### config.mk
export PLATFORM = sky130hd
export DESIGN_NAME = lif_neuron_n
export DESIGN_NICKNAME = d
export VERILOG_FILES = /design/src/rtl/lif_pkg.sv /design/src/rtl/lif_syn_sum.sv /design/src/rtl/lif_neuron_n.sv
export SDC_FILE = /design/constraint.sdc
export NUM_CORES = 1
export LEC_CHECK = 0
export BUFFER_PORTS_ARGS = -buffer_cell sky130_fd_sc_hd__buf_2
export CAP_MARGIN = 20
export CORE_AREA = 2 2 107 88
export DETAILED_ROUTE_END_ITERATION = 10
export DIE_AREA = 0 0 109 90
export PLACE_DENSITY = 0.69
export SYNTH_ARGS = -nofsm -noshare
export SYNTH_HDL_FRONTEND = slang
export SYNTH_SLANG_ARGS = --single-unit
### constraint.sdc
create_clock -name clk -period 5 [get_ports clk]
set_input_delay 0.5 -clock clk [delete_from_list [all_inputs] [get_ports clk]]
set_output_delay 0.5 -clock clk [all_outputs]
set_load 0.05 [all_outputs]
### src/rtl/lif_pkg.sv
// Shared types and helpers for the LIF neuron: state encoding, datapath widths
// and the saturating clamp used on the membrane candidate.
package lif_pkg;

  typedef enum logic [0:0] {
    INTEG  = 1'b0,
    REFRAC = 1'b1
  } lif_state_e;

  // Width of the gated-weight sum: one extra bit per doubling of inputs plus sign headroom.
  function automatic int sum_w(input int n_in, input int ww);
    return ww + $clog2(n_in) + 1;
  endfunction

  // Accumulator width for v_mem - leak + syn_sum without wrap.
  function automatic int acc_w(input int n_in, input int ww, input int vw);
    return vw + ww + $clog2(n_in) + 2;
  endfunction

  function automatic longint sat_clamp(input longint v, input longint lo, input longint hi);
    if (v < lo) return lo;
    if (v > hi) return hi;
    return v;
  endfunction

endpackage

### src/rtl/lif_syn_sum.sv
// Combinational synaptic adder: sums the signed weights of all inputs that
// spiked this cycle.
module lif_syn_sum
  import lif_pkg::*;
#(
  parameter int N_IN = 4,
  parameter int WW   = 8,
  parameter int SW   = sum_w(N_IN, WW)
) (
  input  logic [N_IN-1:0]    in_spk,
  input  logic [N_IN*WW-1:0] weights,
  output logic [SW-1:0]      syn_sum
);

  logic signed [SW-1:0] acc;
  logic signed [WW-1:0] w;

  always_comb begin
    acc = '0;
    w   = '0;
    for (int i = 0; i < N_IN; i++) begin
      w = weights[i*WW +: WW];
      if (in_spk[i]) acc = acc + SW'(w);
    end
  end

  assign syn_sum = acc;

endmodule

### src/rtl/lif_neuron_n.sv
// Multi-input leaky integrate-and-fire neuron with saturating membrane and
// absolute refractory period. Define LIF_EXP_LEAK_EN for exponential leak.
module lif_neuron_n
  import lif_pkg::*;
#(
  parameter int N_IN       = 4,
  parameter int WW         = 8,
  parameter int VW         = 16,
  parameter int LEAK       = 1,
  parameter int LEAK_SHIFT = 4,
  parameter int V_RESET    = 0,
  parameter int V_FLOOR    = 0,
  parameter int REFRAC_CYC = 2
) (
  input  logic               clk,
  input  logic               rst_n,
  input  logic               en,
  input  logic [N_IN-1:0]    in_spk,
  input  logic [N_IN*WW-1:0] weights,
  input  logic [VW-1:0]      v_th,
  output logic               spike,
  output logic [VW-1:0]      v_mem,
  output logic               refrac
);

  localparam int     SW    = sum_w(N_IN, WW);
  localparam int     AW    = acc_w(N_IN, WW, VW);
  localparam int     CW    = (REFRAC_CYC > 0) ? $clog2(REFRAC_CYC + 1) : 1;
  localparam longint V_MAX = (longint'(1) <<< (VW - 1)) - 1;

  // Elaboration-time guards on parameter ranges.
  if (N_IN < 1) begin : g_bad_n_in
    $error("lif_neuron_n: N_IN must be at least 1");
  end
  if (LEAK < 0 || LEAK_SHIFT < 0 || LEAK_SHIFT >= VW) begin : g_bad_leak
    $error("lif_neuron_n: LEAK must be non-negative and LEAK_SHIFT within [0, VW)");
  end
  if (REFRAC_CYC < 0) begin : g_bad_refrac
    $error("lif_neuron_n: REFRAC_CYC must be non-negative");
  end

  lif_state_e           state;
  logic [CW-1:0]        cnt;
  logic signed [VW-1:0] v_mem_q;
  logic signed [VW-1:0] v_th_s;
  logic signed [SW-1:0] syn_sum;
  logic signed [VW-1:0] leak_v;
  logic signed [AW-1:0] v_cand;
  logic signed [VW-1:0] v_next;
  logic                 fire;

  lif_syn_sum #(
    .N_IN (N_IN),
    .WW   (WW),
    .SW   (SW)
  ) u_syn_sum (
    .in_spk  (in_spk),
    .weights (weights),
    .syn_sum (syn_sum)
  );

  assign v_th_s = v_th;

`ifdef LIF_EXP_LEAK_EN
  // Small positive potentials shift to zero leak, so they never decay.
  assign leak_v = (v_mem_q > 0) ? (v_mem_q >>> LEAK_SHIFT) : '0;
`else
  assign leak_v = VW'(LEAK);
`endif

  assign v_cand = AW'(v_mem_q) - AW'(leak_v) + AW'(syn_sum);
  assign v_next = VW'(sat_clamp(longint'(v_cand), longint'(V_FLOOR), V_MAX));
  assign fire   = (v_next >= v_th_s);

  always_ff @(posedge clk or negedge rst_n) begin
    if (!rst_n) begin
      state   <= INTEG;
      cnt     <= '0;
      v_mem_q <= VW'(V_RESET);
      spike   <= 1'b0;
      refrac  <= 1'b0;
    end else begin
      spike <= 1'b0;
      if (en) begin
        case (state)
          INTEG: begin
            if (fire) begin
              v_mem_q <= VW'(V_RESET);
              spike   <= 1'b1;
              if (REFRAC_CYC > 0) begin
                state  <= REFRAC;
                cnt    <= CW'(REFRAC_CYC);
                refrac <= 1'b1;
              end
            end else begin
              v_mem_q <= v_next;
            end
          end
          REFRAC: begin
            v_mem_q <= VW'(V_RESET);
            cnt     <= cnt - CW'(1);
            if (cnt == CW'(1)) begin
              state  <= INTEG;
              refrac <= 1'b0;
            end
          end
          default: begin
            state  <= INTEG;
            refrac <= 1'b0;
          end
        endcase
      end
    end
  end

  assign v_mem = v_mem_q;

endmodule

* Word-level counts from Yosys, hierarchy flattened
Cells that the tools add are included.
** Storage, ports and cells
- Register bits :: 21
- Input port bits :: 55
- Output and inout bits :: 18
- Logic and storage cells :: 42
** Operators by class
- Add/sub/neg operators :: 6
- Bitwise gates (word level) :: 1
- Equal/unequal tests :: 3
- Reductions and logical operators :: 2
- Muxes and demuxes :: 22
- Order comparisons :: 3
** Operators with widths (count)
- 2-to-1 mux 16 bit :: 3
- 2-to-1 mux 11 bit :: 4
- adder 11 x 8 -> 11 bit :: 3
- case mux 16 bit (2 select lines) :: 1
- adder 17 x 11 -> 18 bit :: 1
- greater-than comparator 18 x 16 -> 1 bit (second input constant) :: 1
- < comparator 18 x 1 -> 1 bit (second input constant) :: 1
- subtractor 16 x 2 -> 17 bit (second input constant) :: 1
- >= comparator 16 bit :: 1
- 2-to-1 mux 15 bit :: 1
- 2-to-1 mux 1 bit :: 9
- case mux 1 bit (2 select lines) :: 2
- case mux 2 bit (2 select lines) :: 1
- AND reduction 3 bit :: 1
- == test 2 x 1 -> 1 bit (second input constant) :: 1
- 2-to-1 mux 2 bit :: 1
- != test 2 x 1 -> 1 bit (second input constant) :: 1
- != test 2 bit (second input constant) :: 1
- AND reduction 2 bit :: 1
- subtractor 2 x 1 -> 2 bit (second input constant) :: 1
- inverter 1 bit :: 1

* Logic depth before layout (Yosys ltp)
Gate-level depths: netlist of the first run.
- Depth after elaboration :: 17
- Gate-level depth with buffers :: 48

* Hierarchy
Synthesis of the first run repeated with hierarchy kept, for this count alone.
** Unflattened totals
- Cells, all modules :: 584
- Area total of the unflattened synthesis :: 4411.7 um^2
** By module, submodules not included
- lif_neuron_n :: cells an instance 323, times used 1, area an instance 2583.7 um^2
- lif_syn_sum :: cells an instance 261, times used 1, area an instance 1828.0 um^2

* Worst setup path after synthesis of the first run
No wires, ideal clock.
- Kind :: input to register
- From :: input in_spk[0]
- To :: register v_mem_q[0], in the netlist v_mem[0]
- Data arrival time :: 8.543 ns
- Buffers on the path :: 6
- Setup slack :: -3.626 ns
- Library setup time :: 0.083 ns
- Cell stages on the path :: 46
- Path through :: buf_2 > and2_1 > ha_1 > inv_1 > fa_1 > inv_1 > maj3_1 > a22oi_1 > xnor2_1 > nand2_1 > xnor2_1 > ha_1 > or3_1 > o22ai_1 > o21ai_0 > xor2_1 > a22o_1 > ha_1 > [... 10 more ...] > a21oi_1 > xnor2_1 > mux2i_1 > nand3b_1 > buf_2 > nor2_1 > nor2_1 > ha_1 > nor2b_1 > o21ai_0 > a21boi_0 > o21ai_0 > a21oi_1 > o32ai_1 > or4b_1 > buf_2 > buf_2 > o22ai_1
** Between the ends
- Longest elaborated chain between the ends :: 16
- Elaborated cells between the ends (all ways) :: 19
- Those cells by class :: add/sub (4); order compare (3); mux (12)
** RTL lines
- from (decl) :: line lif_neuron_n.sv:18 : input logic [N_IN-1:0] in_spk,
- 2-to-1 mux 11 bit (*) :: line lif_syn_sum.sv:23 : if (in_spk[i]) acc = acc + SW'(w);
- adder 11 x 8 -> 11 bit :: line lif_syn_sum.sv:23
- 2-to-1 mux 11 bit (*) :: line lif_syn_sum.sv:23
- adder 11 x 8 -> 11 bit :: line lif_syn_sum.sv:23
- 2-to-1 mux 11 bit (*) :: line lif_syn_sum.sv:23
- adder 11 x 8 -> 11 bit :: line lif_syn_sum.sv:23
- 2-to-1 mux 11 bit (*) :: line lif_syn_sum.sv:23
- adder 17 x 11 -> 18 bit (*) :: line lif_neuron_n.sv:71 : assign v_cand = AW'(v_mem_q) - AW'(leak_v) + AW'(syn_sum);
- greater-than comparator 18 x 16 -> 1 bit :: line lif_pkg.sv:22 : if (v > hi) return hi;
- 2-to-1 mux 1 bit (2 in a row) :: line lif_pkg.sv:22
- 2-to-1 mux 16 bit :: line lif_pkg.sv:23 : return v;
- 2-to-1 mux 16 bit (*) :: line lif_pkg.sv:22
- >= comparator 16 bit :: line lif_neuron_n.sv:73 : assign fire = (v_next >= v_th_s);
- 2-to-1 mux 16 bit (*) :: line lif_neuron_n.sv:87 : if (fire) begin
- case mux 16 bit (2 select lines) (*) :: line lif_neuron_n.sv:85 : case (state)
- to (signal assigned) :: line lif_neuron_n.sv:79 : v_mem_q <= VW'(V_RESET);
- to (signal assigned) :: line lif_neuron_n.sv:88 : v_mem_q <= VW'(V_RESET);
- to (signal assigned) :: line lif_neuron_n.sv:96 : v_mem_q <= v_next;
- to (decl) :: line lif_neuron_n.sv:44 : logic signed [VW-1:0] v_mem_q;
Mark *: on every way between the ends. The rest lies on a longest branch, timed or not. The select of a mux whose other input is x is not followed.
A chain may end at the register's enable or synchronous reset.

* Worst setup path in the final report of the first run
- From :: input in_spk[0]
- To :: register v_mem_q[10], in the netlist v_mem[10]
Same word-level chain as after synthesis.

==> qor.yml, run 1 <==
global_route:
  antenna_found_initial: 0
  grt_max_degree: 22
  grt_overflow: 0
  grt_use_total: 0.2358
  grt_pass1_vias: 4382
  grt_pass1_wl_mm: 19.27
run_status:
  violations: "setup timing"
  status: "complete, but fails checks"
detailed_routing:
  drc: 0
  avgRoutedWirePerCell_um: 14.90
  wl_met2_mm: 6.415
  vias_per_cell: 5.328
  wirelength_mm: 12.73
  postRouteAntennaNets: 0
  drt_iter0_drc: 170
  firstDrtPassIters: 4
  maxUsedRoutingLayer: "met4"
  vias: 4550
  m1WireLength_mm: 5.501
  wl_met3_um: 546
final_layout:
  drive_above_1_share: 0.4817
  layout_commonest_cell: "buf_4"
  diodes: 0
  final-seq-area_um2: 525.5
  area_growth_pct: 61.59
  most-common-layout-cells: "buf_4 (150), inv_1 (72), buf_2 (71)"
  final_nets: 867
  fill_cells: 626
  multi_input_comb_area_mm2: 0.003655
critical_path:
  crit_fanout: 7
  cp_slowest_cell: "or4b_4"
  crit_path_end_kind: "flip-flop"
  arrival_ns: 8.46
  worstPathRequired_ns: 5.19
  cpPeakStageDelay_ns: 0.52
  startpoint_type: "input port"
  criticalPathCategory: "input port to flip-flop"
  cp_common_cell: "ha_4"
hold_path:
  min_path_type: "input port to async pin"
sta:
  skew_ns: 0.003648
  fin_crit_sh: 1.654
  min_period_ns: 8.269
  setup_viol: 20
  rsz0062_at_grt: "true"
  max_slew.worst_pin.slew_ns: 0.5386
  fmax_ghz: 0.1209
  worst_slack_ns: -3.269
  drv_slew: 0
  holdWs_ns: 0.1905
  max_slew_margin: 0.6410
  hold_violations: 0
yosys:
  synthSimpleGateAreaFrac: 0.1646
  synth-compound-area-share: 0.2376
  synth_adder_area_share: 0.2431
  yosysWarnings: 0
  async_flop_share: 1.000
  synth_ff_type: "dfrtp_1"
  synth_top_family_by_area: "adder cells"
  synth_fp_nets: 645
  synth_seq_cells: 21
  ys_seq_area_frac: 0.1358
  syn_avg_cell_area_um2: 7.471
  yosys-mux-area-fraction: 0.03556
  synth.distinct_cells: 59
  netlist_area_mm2: 0.003870
  synth_edf_count: 0
  synth_xor_area_frac: 0.09279
  synth_cells: 518
floorplanning:
  dieHeight_um: 90
  start_util: 0.4395
  core_mm2: 0.008805
  die-area_mm2: 0.009810
  row_count: 31
  io_pins: 73
  die_x_um: 109
cts:
  cts_buffers: 3
  tritoncts: "yes"
  h-tree-depth: 1
  path_clk_slew_ns: 0.09
  cts_sinks: 21
  clk-insertion-delay-late_ns: 0.28
  clock_path_buffers: 2
  cts_root_buf: "clkbuf_8"
place:
  place_congestion: 0.9379
  post-dp-hpwl_mm: 9.061
  portBuffers: 72
job:
  maxCapViolCount: 0
per-layer routing:
metal | global-route usage | vias to the layer above
met5 | 0 | -
met4 | 0.05128 | 0
met3 | 0.03046 | 31
met2 | 0.4053 | 119
met1 | 0.3122 | 2158
li1 | - | 2242
synthesized netlist by cell type (13+ instances only):
master	instances	area share
xor2_1	13	0.029
nand2_1	31	0.030
inv_1	74	0.072
ha_1	68	0.22
o22ai_1	13	0.021
a21oi_1	32	0.041
nor2_1	59	0.057
dfrtp_1	21	0.14
a21o_1	13	0.025
o21ai_0	33	0.043
xnor2_1	28	0.063
flip-flops by register name, summed over array words and instances (netlist names):
name / count
v_mem: 16
cnt: 2
refrac: 1
spike: 1
state: 1
path summary, 6_finish.rpt:
check | startpoint | end | slack, ns | cells past startpoint
worst max-delay path | in_spk[0] | v_mem[10]$_DFFE_PN0P_ | -3.27 | 44
worst min-delay path | rst_n | v_mem[13]$_DFFE_PN0P_ | 0.19 | 1
worst max register to register | v_mem[1]$_DFFE_PN0P_ | v_mem[10]$_DFFE_PN0P_ | 0 | 24
worst min register to register | cnt[0]$_DFFE_PN0P_ | cnt[0]$_DFFE_PN0P_ | 0.49 | 1
max in group asynchronous | rst_n | v_mem[6]$_DFFE_PN0P_ | 4.44 | 1
min in group clk | cnt[0]$_DFFE_PN0P_ | cnt[0]$_DFFE_PN0P_ | 0.49 | 1
worst max-delay path, delay by kind of cell:
family / cells / cell delay (ns)
simple gates: 8 / 1.73
buf+inv: 7 / 0.89
compound gates: 16 / 2.71
xor+xnor: 5 / 0.82
fa+ha+maj: 7 / 1.57
mux: 1 / 0.24
kinds of logic (layout without fill, tap and decap cells):
kind of cell,after synthesis,count (layout)
compound gates,143,143
xor+xnor,41,41
fa+ha+maj,73,73
buf+inv,89,310
flops,21,21
mux,13,13
other cells,1,1
simple gates,137,137
layout make-up:
cell class                 instances  area share
tap                              115     0.02301
sequential                        21     0.08403
clock inverter                     1   0.0008003
clock buffer                       3    0.006603
inverter                          74     0.04442
timing repair buffer             232      0.2567
multi-input combinational        408      0.5844
what timing repair did:
action | in CTS | in global routing
gates cloned | 1 | 0
buffers inserted | 12 | 16
hold buffers | 0 | 0
pin swaps | 27 | 39
setup endpoints to repair | 20 | 20
resized for setup | 47 | 80
per-stage QoR:
step	cells	util	area [um^2]	setup TNS (ns)	setup WS, ns
after floorplan	518	-	4059	-57.32	-3.048
after global placement	823	0.6193	5453	-65.92	-3.387
after detailed placement	823	0.6193	5453	-69.82	-3.641
after CTS	839	0.6557	5773	-60.27	-3.119
after global routing	854	0.7102	6254	-68.14	-3.579
final	854	0.7102	6254	-61.80	-3.269
Power of run 1 is left out: the tool's default activity adds up to more than one toggle a clock period on the data nets, which glitch-free logic cannot reach.
==> run 2, diff against run 1 <==
- CORE_AREA: 2 2 107 88 -> 2 2 113 93
- DIE_AREA: 0 0 109 90 -> 0 0 115 95
- PLACE_DENSITY: 0.69 -> unset
==> run 2 against run 1 <==
  * The run still ends with setup timing left
  * Non-clock buffer count decreased by 14
  * Count of clock-buffer cells in the layout increased by 1
  * Critical endpoint is now v_mem[13]$_DFFE_PN0P_
  * Wire length decreased by 12%
==> qor.yml, run 2 (synthesized netlist as in run 1, its figures left out) <==
critical_path:
  worstPathRequired_ns: 5.19  # about the same
  cp_common_cell: "ha_4"
  crit_family: "compound AO/OA/AOI/OAI gates"
  reg2reg_to: "v_mem[13]$_DFFE_PN0P_"
  crit_path_end_kind: "flip-flop"
  criticalPathCategory: "input port to flip-flop"
  arrival_ns: 8.30  # -0.16 ns
  cpPeakStageDelay_ns: 0.55  # +0.03 ns
  reg2reg_slack_ns: 0.05  # +0.05 ns
  cp_slowest_cell: "or4b_4"
  startpoint_type: "input port"
  r2r_start: "v_mem[1]$_DFFE_PN0P_"
  critPathBufInv: 7  # unchanged
  ff2ff_path_depth: 24  # unchanged
  crit_fanout: 8  # +1
sta:
  skew_ns: 0.002590  # -0.001058 ns
  worst_slack_ns: -3.110  # +0.1590 ns
  fin_crit_sh: 1.622  # -0.03180
  hold_violations: 0  # unchanged
  setup_viol: 20  # unchanged
  max_slew.worst_pin.slew_ns: 0.5182  # -0.02036 ns
  fmax_ghz: 0.1233  # +2.0%
  min_period_ns: 8.110  # -0.1590 ns
  rsz0062_at_grt: "true"
  drv_slew: 0  # unchanged
  holdWs_ns: 0.2125  # +0.02204 ns
  max_slew_margin: 0.6545  # +0.01357
detailed_routing:
  avgRoutedWirePerCell_um: 13.19  # -11%
  vias_per_cell: 5.089  # -4.5%
  drc: 0  # unchanged
  wirelength_mm: 11.18  # -12%
  drt_iter0_drc: 111  # -35%
  postRouteAntennaNets: 0  # unchanged
  firstDrtPassIters: 4  # unchanged
  vias: 4310  # -5.3%
run_status:
  status: "complete, but fails checks"
  violations: "setup timing"
cts:
  cts-hold-fix-buffers: 0  # unchanged
  clk-insertion-delay-late_ns: 0.26  # -0.02 ns
  cts_buffers: 3  # unchanged
  tritoncts: "yes"
  h-tree-depth: 1  # unchanged
  clock_path_buffers: 2  # unchanged
  cts_sinks: 21  # unchanged
  cts_root_buf: "clkbuf_16"
  path_clk_slew_ns: 0.06  # -0.03 ns
final_layout:
  largest_reg_flops: 16  # unchanged
  final-seq-area_um2: 525.5  # unchanged
  finish.utilization: 0.6131  # -0.09712
  final_cells: 847  # -0.82%
  most-common-layout-cells: "buf_4 (142), inv_1 (72), buf_2 (71)"
  final_nets: 853  # -1.6%
  area_growth_pct: 57.00
  drive_above_1_share: 0.4428  # -0.03897
  fill_cells: 876  # +40%
  diodes: 0  # unchanged
  multi_input_comb_area_mm2: 0.003526  # -3.5%
  layout_commonest_cell: "buf_4"
place:
  place_inst: 823  # unchanged
  place_congestion: 0.8871  # -5.4%
  pre_cts_ws_ns: -3.552  # +0.08845 ns
  post-dp-hpwl_mm: 8.972  # -0.99%
  portBuffers: 72  # unchanged
global_route:
  grt_overflow: 0  # unchanged
  grt_max_degree: 22  # unchanged
  antenna_found_initial: 0  # unchanged
  grt_use_total: 0.2099  # -0.02595
  grt_pass1_wl_mm: 19.07  # -1.0%
  grt_pass1_vias: 4262  # -2.7%
floorplanning:
  start_util: 0.3905  # -0.04900
  die_x_um: 115  # +5.5%
  die-area_mm2: 0.01093  # +11%
  dieHeight_um: 95  # +5.6%
  io_pins: 73  # unchanged
  row_count: 33  # +6.5%
  core_mm2: 0.009910  # +13%
hold_path:
  min_path_type: "input port to async pin"
job:
  maxCapViolCount: 0  # unchanged
==> run 2: changes by cell type in the layout (fill, tap and decap cells not counted), moves of 5 or more <==
cell,change
nor2_1,+6
buf_4,-8
o21ai_0,+6
nor2_4,-5
o21ai_1,-5
buf_6,-10
==> run 2: what timing repair did <==
action / CTS / global route
pin swaps: 39 / 41
gates cloned: 2 / 0
gates resized for setup: 56 / 34
setup endpoints to repair: 20 / 20
setup buffers: 14 / 5
==> run 2: stage by stage <==
step	setup TNS [ns]	instance area, um^2
6_report	-59.52	6076
5_1_grt	-68.86	6076
4_1_cts	-59.13	5869
3_5_place_dp	-68.83	5409
3_3_place_gp	-67.34	5409
2_1_floorplan	-57.32	4059
==> run 2: metal layers <==
metal / GRT usage / up-vias / share of wire
met4: 0.02510 / 0 / 0.0064
met2: 0.3691 / 74 / 0.48
met5: 0 / - / 0
li1: - / 2211 / -
met1: 0.2865 / 2019 / 0.49
met3: 0.02118 / 6 / 0.027
==> run 2: how the worst max path moves through the flow <==
stage | to | slack [ns] | startpoint | cells after the start
2_1_floorplan | v_mem[0]$_DFFE_PN0P_ | -3.05 | in_spk[0] | 48
3_3_place_gp | v_mem[12]$_DFFE_PN0P_ | -3.46 | in_spk[0] | 45
3_5_place_dp | v_mem[11]$_DFFE_PN0P_ | -3.55 | in_spk[0] | 44
4_1_cts | v_mem[0]$_DFFE_PN0P_ | -3.07 | in_spk[0] | 47
5_1_grt | v_mem[13]$_DFFE_PN0P_ | -3.58 | in_spk[0] | 45
6_report | v_mem[13]$_DFFE_PN0P_ | -3.11 | in_spk[0] | 44
==> run 2: final cells by class <==
| class | count | share of cell area |
|---|---|---|
| multi-input cells | 408 | 0.5803 |
| repair buffers | 218 | 0.2494 |
| flip-flops and latches | 21 | 0.08649 |
| inverters | 74 | 0.04572 |
| well taps | 122 | 0.02512 |
| clock buffers | 4 | 0.01297 |
Power of run 2 is left out for the same reason.
==> run 3, diff against run 2 <==
- BUFFER_PORTS_ARGS: -buffer_cell sky130_fd_sc_hd__buf_2 -> unset
- DONT_BUFFER_PORTS: unset -> 1
- GPL_TIMING_DRIVEN: unset -> 0
- PLACE_DENSITY_LB_ADDON: unset -> 0.3
==> run 3 against run 2 <==
  * Final cell count shrank 20%
  * Sequential share of layout area grew 1.9 points
  * Highest routed layer unchanged
  * Register-to-register slack lost 0.65 ns
  * Flip-flop and latch count is the same
  * Global-route usage shrank 2.5 points
  * Via count shrank 15%
  * Non-clock buffer count shrank 166
  * Critical path depth is the same
  * The flow still finishes with violations (setup timing)
  * Wire length shrank 7.4%
  * Clock skew grew 0.00065 ns
==> qor.yml, run 3 (synthesized netlist as in run 1, its figures left out) <==
floorplanning:
  die-area_mm2: 0.01093  # unchanged
  die_x_um: 115  # unchanged
  dieHeight_um: 95  # unchanged
  core_mm2: 0.009910  # unchanged
  io_pins: 73  # unchanged
  row_count: 33  # unchanged
  start_util: 0.3905  # unchanged
final_layout:
  area_growth_pct: 28.52
  final-seq-area_um2: 525.5  # unchanged
  most-common-layout-cells: "inv_1 (72), ha_1 (54), nor2_1 (50)"
  layout_commonest_cell: "inv_1"
  largest_reg_flops: 16  # unchanged
  multi_input_comb_area_mm2: 0.003501  # -0.71%
  finish.utilization: 0.5019  # -0.1112
  final_nets: 687  # -19%
  drive_above_1_share: 0.2665  # -0.1762
  fill_cells: 944  # +7.8%
  diodes: 0  # unchanged
detailed_routing:
  drc: 0  # unchanged
  postRouteAntennaNets: 0  # unchanged
  firstDrtPassIters: 4  # unchanged
  vias_per_cell: 5.404  # +6.2%
  avgRoutedWirePerCell_um: 15.20  # +15%
  drt_iter0_drc: 143  # +29%
  wirelength_mm: 10.35  # -7.4%
  vias: 3680  # -15%
place:
  place_congestion: 0.8198  # -7.6%
  pre_cts_ws_ns: -4.064  # -0.5121 ns
  portBuffers: 0  # -100%
  post-dp-hpwl_mm: 7.630  # -15%
cts:
  cts_buffers: 3  # unchanged
  cts_sinks: 21  # unchanged
  h-tree-depth: 1  # unchanged
  clock_path_buffers: 2  # unchanged
  clk-insertion-delay-late_ns: 0.26  # about the same
  cts_root_buf: "clkbuf_16"
  path_clk_slew_ns: 0.06  # about the same
  tritoncts: "yes"
sta:
  drv_slew: 0  # unchanged
  fmax_ghz: 0.1206  # -2.2%
  fin_crit_sh: 1.658  # +0.03636
  max_slew_margin: 0.5561  # -0.09849
  skew_ns: 0.003238  # +0.0006486 ns
  setup_viol: 20  # unchanged
  min_period_ns: 8.292  # +0.1818 ns
  rsz0062_at_grt: "true"
  max_slew.worst_pin.slew_ns: 0.6659  # +0.1477 ns
  worst_slack_ns: -3.292  # -0.1818 ns
  tns_ns: -63.24  # -3.717 ns
  hold_violations: 0  # unchanged
critical_path:
  cp_common_cell: "ha_4"
  criticalPathCategory: "input port to flip-flop"
  crit_path_end_kind: "flip-flop"
  startpoint_type: "input port"
  cpPeakStageDelay_ns: 0.58  # +0.03 ns
  worstPathRequired_ns: 5.17  # -0.02 ns
  reg2reg_slack_ns: -0.60  # -0.65 ns
  cp_slowest_cell: "or4b_4"
  crit_fanout: 5  # -3
  arrival_ns: 8.46  # +0.16 ns
hold_path:
  min_path_type: "input port to flip-flop"
global_route:
  grt_pass1_wl_mm: 16.57  # -13%
  top_usage_layer: "met2"
  grt_use_total: 0.1854  # -0.02450
  grt_pass1_vias: 3611  # -15%
  antenna_found_initial: 0  # unchanged
  grt_util_met3: 0.03851  # +0.01733
  gr-usage-met1: 0.2501  # -0.03639
  met2_usage: 0.3103  # -0.05882
  grt_overflow: 0  # unchanged
  grt_max_degree: 22  # unchanged
run_status:
  violations: "setup timing"
  status: "complete, but fails checks"
job:
  maxCapViolCount: 0  # unchanged
==> run 3: cell types whose count changed in the layout (fill, tap and decap cells not counted), moves of 3 or more <==
cell / delta
buf_2: -70
buf_4: -107
clkbuf_1: +4
nor2_4: -3
o22ai_2: +3
o22ai_4: -3
==> run 3: metrics by stage <==
stage	area [um^2]	hold slack, ns	cells
detailed placement	4212	0.2048	640
CTS	4688	0.3052	668
finish	4974	0.3027	681
global route	4974	0.2996	681
global placement	4212	0.2048	640
floorplan	4059	0.2044	518
==> run 3: critical path, delay by kind of cell <==
kind | cells | cell delay [ns]
AOI/OAI and AO/OA | 14 | 2.41
and+or+nand+nor | 8 | 1.74
buffers and inverters | 7 | 0.88
adders and majority gates | 7 | 1.63
xor gates and xnor gates | 6 | 0.86
muxes | 2 | 0.42
==> run 3: cell type report <==
| class | instances | share of cell area |
|---|---|---|
| inverters | 74 | 0.05585 |
| clock inverters | 1 | 0.001006 |
| well taps | 122 | 0.03069 |
| multi-input cells | 408 | 0.7039 |
| repair buffers | 40 | 0.06918 |
| plain buffers | 12 | 0.01862 |
| clock buffers | 3 | 0.01509 |
| flip-flops and latches | 21 | 0.1057 |
==> run 3: layer usage <==
layer	routed length, um	vias up
met1	4866	1719
met3	551	12
met2	4836	72
met4	97	0
li1	-	1877
met5	0	-
==> run 3: final timing paths <==
| kind | startpoint | to | cells after the start |
|---|---|---|---|
| max | in_spk[0] | v_mem[7]$_DFFE_PN0P_ | 44 |
| min | en | v_mem[15]$_DFFE_PN0P_ | 1 |
| max reg2reg | v_mem[1]$_DFFE_PN0P_ | v_mem[7]$_DFFE_PN0P_ | 23 |
| min reg2reg | cnt[0]$_DFFE_PN0P_ | cnt[0]$_DFFE_PN0P_ | 1 |
| max in group asynchronous | rst_n | v_mem[7]$_DFFE_PN0P_ | 2 |
| min in group asynchronous | rst_n | refrac$_DFFE_PN0P_ | 1 |
==> run 3: what timing repair did <==
action,in CTS,in global routing
pin swaps,34,14
resized for setup,44,37
setup endpoints to repair,20,20
buffers inserted,23,13
hold buffers,1,0
gates cloned,3,0
endpoints found under the hold margin,21,0
Power of run 3 is left out for the same reason.
